## src/rtl/cam_capture_ctrl_if.sv

```systemverilog
// Camera byte stream and frame-buffer write port bundles for cam_capture_ctrl.
// master drives the signals, slave receives them.
interface cam_byte_if;
   logic       vsync;
   logic       href;
   logic       byte_valid;
   logic [7:0] byte_data;

   modport master (output vsync, href, byte_valid, byte_data);
   modport slave  (input  vsync, href, byte_valid, byte_data);
endinterface

interface fb_wr_if #(
   parameter int unsigned ADDR_W = 17
);
   logic              we;
   logic [ADDR_W-1:0] wAddr;
   logic [11:0]       wData;

   modport master (output we, wAddr, wData);
   modport slave  (input  we, wAddr, wData);
endinterface

```

## src/rtl/cam_capture_ctrl.sv

```systemverilog
// Write-side controller for the RGB444 frame buffer: frames the RGB565 camera
// byte stream with vsync/href, packs byte pairs into 12-bit pixels and sequences frames.
module cam_capture_ctrl #(
   parameter int unsigned H_PIX   = 320,
   parameter int unsigned V_LINES = 240,
   parameter int unsigned ADDR_W  = 17
) (
   input  logic       clk,
   input  logic       reset_n,
   input  logic       cap_en,
   input  logic       single_shot,
   input  logic       err_clr,
   cam_byte_if.slave  cam,
   fb_wr_if.master    wr,
   output logic       busy,
   output logic       frame_done,
   output logic [7:0] frame_cnt,
   output logic       err_line,
   output logic       err_frame
);

   localparam int unsigned XW = $clog2(H_PIX + 1);
   localparam int unsigned YW = $clog2(V_LINES + 1);
   localparam logic [XW-1:0] X_END = XW'(H_PIX);
   localparam logic [YW-1:0] Y_END = YW'(V_LINES);

   localparam logic [1:0] S_IDLE   = 2'd0;
   localparam logic [1:0] S_WAIT   = 2'd1;
   localparam logic [1:0] S_ACTIVE = 2'd2;

   logic [1:0]        state;
   logic              vsync_d, href_d;
   logic [XW-1:0]     x;
   logic [YW-1:0]     y;
   logic              y_ovf;
   logic              phase;
   logic [6:0]        hi;
   logic [ADDR_W-1:0] addr;
   logic              shot_done;

   logic vs_fall, vs_rise, href_fall;
   logic active, accept, in_frame, pix_ok;
   logic line_err_set, frame_err_set;
   logic [3:0] byte_unused;

   assign byte_unused = {cam.byte_data[6:5], cam.byte_data[3], cam.byte_data[0]};

   always_comb begin
      vs_fall       = vsync_d & ~cam.vsync;
      vs_rise       = ~vsync_d & cam.vsync;
      href_fall     = href_d & ~cam.href;
      active        = (state == S_ACTIVE);
      accept        = active & ~vs_rise & cam.href & cam.byte_valid;
      in_frame      = (y < Y_END);
      pix_ok        = in_frame & (x < X_END);
      line_err_set  = 1'b0;
      frame_err_set = 1'b0;
      if (active && !vs_rise) begin
         if (accept && phase && in_frame && !pix_ok)
            line_err_set = 1'b1;
         if (href_fall && in_frame && ((x != X_END) || phase))
            line_err_set = 1'b1;
      end
      // y saturates at V_LINES, so a surplus line is remembered in y_ovf
      if (active && vs_rise && ((y != Y_END) || y_ovf))
         frame_err_set = 1'b1;
   end

   always_ff @(posedge clk or negedge reset_n) begin
      if (!reset_n) begin
         state      <= S_IDLE;
         vsync_d    <= 1'b0;
         href_d     <= 1'b0;
         x          <= '0;
         y          <= '0;
         y_ovf      <= 1'b0;
         phase      <= 1'b0;
         hi         <= '0;
         addr       <= '0;
         shot_done  <= 1'b0;
         wr.we      <= 1'b0;
         wr.wAddr   <= '0;
         wr.wData   <= '0;
         busy       <= 1'b0;
         frame_done <= 1'b0;
         frame_cnt  <= '0;
         err_line   <= 1'b0;
         err_frame  <= 1'b0;
      end else begin
         vsync_d    <= cam.vsync;
         href_d     <= cam.href;
         wr.we      <= 1'b0;
         frame_done <= 1'b0;
         err_line   <= line_err_set | (err_line & ~err_clr);
         err_frame  <= frame_err_set | (err_frame & ~err_clr);
         if (!cap_en)
            shot_done <= 1'b0;

         case (state)
            S_IDLE: begin
               // after a single-shot frame the enable must drop before re-arming
               if (cap_en && !shot_done)
                  state <= S_WAIT;
            end
            S_WAIT: begin
               if (!cap_en) begin
                  state <= S_IDLE;
               end else if (vs_fall) begin
                  state <= S_ACTIVE;
                  busy  <= 1'b1;
                  x     <= '0;
                  y     <= '0;
                  y_ovf <= 1'b0;
                  phase <= 1'b0;
                  addr  <= '0;
               end
            end
            S_ACTIVE: begin
               if (vs_rise) begin
                  frame_done <= 1'b1;
                  frame_cnt  <= frame_cnt + 8'd1;
                  busy       <= 1'b0;
                  if (single_shot)
                     shot_done <= 1'b1;
                  state <= (single_shot || !cap_en) ? S_IDLE : S_WAIT;
               end else if (href_fall) begin
                  x     <= '0;
                  phase <= 1'b0;
                  if (in_frame)
                     y <= y + YW'(1);
                  else
                     y_ovf <= 1'b1;
               end else if (accept) begin
                  if (!phase) begin
                     hi    <= {cam.byte_data[7:4], cam.byte_data[2:0]};
                     phase <= 1'b1;
                  end else begin
                     phase <= 1'b0;
                     if (pix_ok) begin
                        wr.we    <= 1'b1;
                        wr.wAddr <= addr;
                        wr.wData <= {hi[6:3], hi[2:0], cam.byte_data[7], cam.byte_data[4:1]};
                        addr     <= addr + ADDR_W'(1);
                        x        <= x + XW'(1);
                     end
                  end
               end
            end
            default: state <= S_IDLE;
         endcase
      end
   end

endmodule

```

## src/flat_wrapper.sv

```systemverilog
// flat-port wrapper written by rule: the top's interface ports become plain ports
module cam_capture_ctrl_flat 
#(
   parameter int unsigned H_PIX   = 320,
   parameter int unsigned V_LINES = 240,
   parameter int unsigned ADDR_W  = 17
)
  (clk, reset_n, cap_en, single_shot, err_clr, busy, frame_done, frame_cnt, err_line, err_frame, cam_vsync, cam_href, cam_byte_valid, cam_byte_data, wr_we, wr_wAddr, wr_wData);
  cam_byte_if cam_i ();
  fb_wr_if #(.ADDR_W(ADDR_W)) wr_i ();
  input  logic clk;
  input  logic reset_n;
  input  logic cap_en;
  input  logic single_shot;
  input  logic err_clr;
  output logic busy;
  output logic frame_done;
  output logic [7:0] frame_cnt;
  output logic err_line;
  output logic err_frame;
  input wire logic [$bits(cam_i.vsync)-1:0] cam_vsync;
  input wire logic [$bits(cam_i.href)-1:0] cam_href;
  input wire logic [$bits(cam_i.byte_valid)-1:0] cam_byte_valid;
  input wire logic [$bits(cam_i.byte_data)-1:0] cam_byte_data;
  output wire logic [$bits(wr_i.we)-1:0] wr_we;
  output wire logic [$bits(wr_i.wAddr)-1:0] wr_wAddr;
  output wire logic [$bits(wr_i.wData)-1:0] wr_wData;
  assign cam_i.vsync = cam_vsync;
  assign cam_i.href = cam_href;
  assign cam_i.byte_valid = cam_byte_valid;
  assign cam_i.byte_data = cam_byte_data;
  assign wr_we = wr_i.we;
  assign wr_wAddr = wr_i.wAddr;
  assign wr_wData = wr_i.wData;
  cam_capture_ctrl #(.H_PIX(H_PIX), .V_LINES(V_LINES), .ADDR_W(ADDR_W)) u_core (.clk(clk), .reset_n(reset_n), .cap_en(cap_en), .single_shot(single_shot), .err_clr(err_clr), .cam(cam_i), .wr(wr_i), .busy(busy), .frame_done(frame_done), .frame_cnt(frame_cnt), .err_line(err_line), .err_frame(err_frame));
endmodule
```

## config.mk

```make
export PLATFORM = sky130hd
export DESIGN_NAME = cam_capture_ctrl_flat
export DESIGN_NICKNAME = d
export VERILOG_FILES = /design/src/rtl/cam_capture_ctrl_if.sv /design/src/rtl/cam_capture_ctrl.sv /design/src/flat_wrapper.sv
export SDC_FILE = /design/constraint.sdc
export NUM_CORES = 1
export LEC_CHECK = 0
export CORE_MARGIN = 3
export CORE_UTILIZATION = 30
export DETAILED_ROUTE_END_ITERATION = 10
export GPL_ROUTABILITY_DRIVEN = 0
export PLACE_DENSITY = 0.57
export SLEW_MARGIN = 20
export SYNTH_ARGS = -nofsm -noshare
export SYNTH_HDL_FRONTEND = slang
export SYNTH_SLANG_ARGS = --single-unit
```

## constraint.sdc

```tcl
create_clock -name clk -period 2.6 [get_ports clk]
set_input_delay 0.65 -clock clk [delete_from_list [all_inputs] [get_ports clk]]
set_output_delay 0.65 -clock clk [all_outputs]
set_load 0.05 [all_outputs]
```

==> metrics.txt <==
Hold Violations, Final 0; antenna-violating nets left 0; post-synthesis xor/xnor area fraction roughly 3.7%; Syn Nets roughly 440; Worst-Margin Slew 0.588 ns; Setup WS post-layout 0.203 ns; Peak VDD IR approximately 350 µV; multiplexer share of the synthesized area under 10%; Pins Over Slew Limit 0; Root Buffer clkbuf_16; Starting Density between 30% and 40%; top cells by count, synth 118 x nand2_1, 90 x dfrtp_1, 25 x o21ai_0; FF+latch count, synth 90; Max Buffers Root-to-Sink 2; Synth Instances 416; Setup-failing EPs final 0; top post-synthesis cells by area dfrtp_1 56%, nand2_1 11%, o21ai_0 3.1%; final net count 514; status complete, no violations; nature of the critical path startpoint input pin; Area Overhead vs Synth 30.9%; fraction of the mapped netlist area in simple logic gates about 24%; Async SR Flop Fraction 100%; worst-case reg-to-reg path depth 5; CP endpoint kind register; max cap viols 0; Period minus WS final about 2.4 ns; Worst EP required between 2 and 3 ns; clk sinks 90; number of synthesized flops with an enable pin 0; vias in the first global route about 3300; Cell Area, Synth 4010 µm²; # diodes 0; Crit Path Category in2reg; Post-CTS Setup Bufs 0; CTS Buf Count 9; RSZ-0062 raised after global routing no; first drt pass iteration count 4; number of antenna violations at the first check in global routing 0; final core occ 40.9%; total wire length about 9.4 mm; most common cell in the netlist nand2_1; Hold Crit Class in2async; syn avg cell area 9.64 µm²; Final Cycle Share between 90% and 100%; synth warn 0; Max H-tree Level 3; Leakage Power approximately 0.0024 µW; skew final just over 0.006 ns; Routed WL per cell roughly 14 µm; Port-buffer cells 57; maximum clock rate between 400 and 500 MHz; Die Width 122 µm; # IOs slightly below 60; largest net degree at the start of global routing 34; biggest area consumer among synthesized cells dfrtp_1; fill count approximately 1300; crit path from cam_href; Total Routing Usage GR about 14%; # hold bufs at CTS 0; Residual DRC 0; TritonCTS clock tree built; Core Region between 10000 and 15000 µm²; Adder-Cell Fraction of Synth Area 1.87%; number of cell rows slightly above 40; Reg-to-Reg Start u_core.state[0]$_DFFE_PN0P_; main combinational cell family by area after synthesis simple AND/OR/NAND/NOR gates; Vias approximately 3200; GRT overflow 0; slew margin rel. about three fifths; Synth Area in Compound Gates between 8 and 9%; DP Worst Slack -0.151 ns; Top FF cell, synth dfrtp_1; P per Cell Area just over 600 nW/µm²; via/cell ratio approximately 4.7; layout cells sized above 1 between 10% and 20%; critical path peak fanout 7; worst skew pair latency 0.34 ns; synth unique cells approximately 50; Crit Reg-Reg Endpoint u_core.addr[13]$_DFFE_PN0P_; First DRT Iteration DRCs approximately 220; share of the synthesized area in the top cell type a little under three fifths; Die Area about 15000 µm²; total of cells resized after clock tree synthesis 0; hpwl dp ~6.7 mm; end of the critical path u_core.addr[13]$_DFFE_PN0P_; Worst-path clk slew around 0.06 ns; Die Y between 100 and 150 µm; R2R setup slack roughly 0.55 ns; post-synthesis sequential area ratio 56.2%; first-pass GRT wire length 16.4 mm; CP arrival 2.65 ns
state kept, by name, summed over array words and instances (netlist names), 2 cells and up:
signal and cells:
u_core.addr 17, u_core.frame_cnt 8, u_core.state 2, u_core.wr.wData 12, u_core.hi 7, u_core.wr.wAddr 17, u_core.y 8, u_core.x 9
worst min-delay path by stage:
stage	startpoint	endpoint	cells past startpoint
floorplan	reset_n	u_core.addr[0]$_DFFE_PN0P_	0
global placement	u_core.hi[1]$_DFFE_PN0P_	u_core.wr.wData[6]$_DFFE_PN0P_	2
detailed placement	u_core.hi[1]$_DFFE_PN0P_	u_core.wr.wData[6]$_DFFE_PN0P_	2
CTS	reset_n	u_core.y[4]$_DFFE_PN0P_	1
global route	reset_n	u_core.y[3]$_DFFE_PN0P_	1
finish	reset_n	u_core.y[6]$_DFFE_PN0P_	1
stage by stage:
stage	setup TNS (ns)	hold WS, ns	power (µW)	cell area [µm²]	std cells
floorplan	0	0.354	1710	4010	416
global route	0	0.277	3360	5250	667
finish	0	0.254	3210	5250	667
detailed placement	-0.401	0.458	1880	4940	653
CTS	0	0.265	3270	5250	667
global placement	-0.243	0.447	1870	4940	653
final cells by class:
cell class | count | area, µm² | share of cell area (%)
clock buffers | 11 | 243 | 4.62
clock inverters | 3 | 65.1 | 1.24
inverters | 13 | 48.8 | 0.930
multi-input cells | 299 | 1650 | 31.5
flip-flops and latches | 90 | 2250 | 42.9
well taps | 172 | 215 | 4.10
repair buffers | 79 | 771 | 14.7
cells by family after synthesis:
logic type | Yosys count
flops | 90
xor+xnor | 17
simple gates | 210
mux | 9
fa+ha+maj | 6
compound gates | 57
buf+inv | 27
routing by layer:
metal	track usage, %	wire, µm	vias up
li1	-	-	1565
met1	19.0	4430	1529
met2	21.6	4300	64
met3	5.11	597	9
met4	4.34	114	0
met5	0	0	-
placed cells by master, fill, tap and decap left out, types with 3 or more instances in the layout:
master,instances
nand2_1,118
dfrtp_1,90
clkdlybuf4s50_1,56
o21ai_0,25
buf_4,20
nor2_1,19
nand3_1,16
xnor2_1,14
inv_1,12
a21oi_1,9
clkbuf_16,9
and3_1,7
mux2_2,7
nand2b_1,6
or4_1,6
nor4_1,6
ha_1,6
and2_1,5
nor3_1,5
nor2b_1,4
o31ai_1,4
nand4_1,4
a31oi_1,4
xor2_1,3
or3_1,3
buf_12,3
report_power, final:
group	total [µW]	internal (µW)	leakage (µW)	switching, µW
combinational	325	130	0.00103	195
sequential	1520	1460	0.00124	53.6
clock	1370	856	0.000151	515
total	3210	2450	0.00242	763
worst max-delay path, stage by stage:
cell and delay, ns:
clkdlybuf4s50_1 0.47, and2_1 0.21, nand4_2 0.13, or4_1 0.64, or3_1 0.39, a21oi_1 0.17
(Power assumes the default switching activity.)
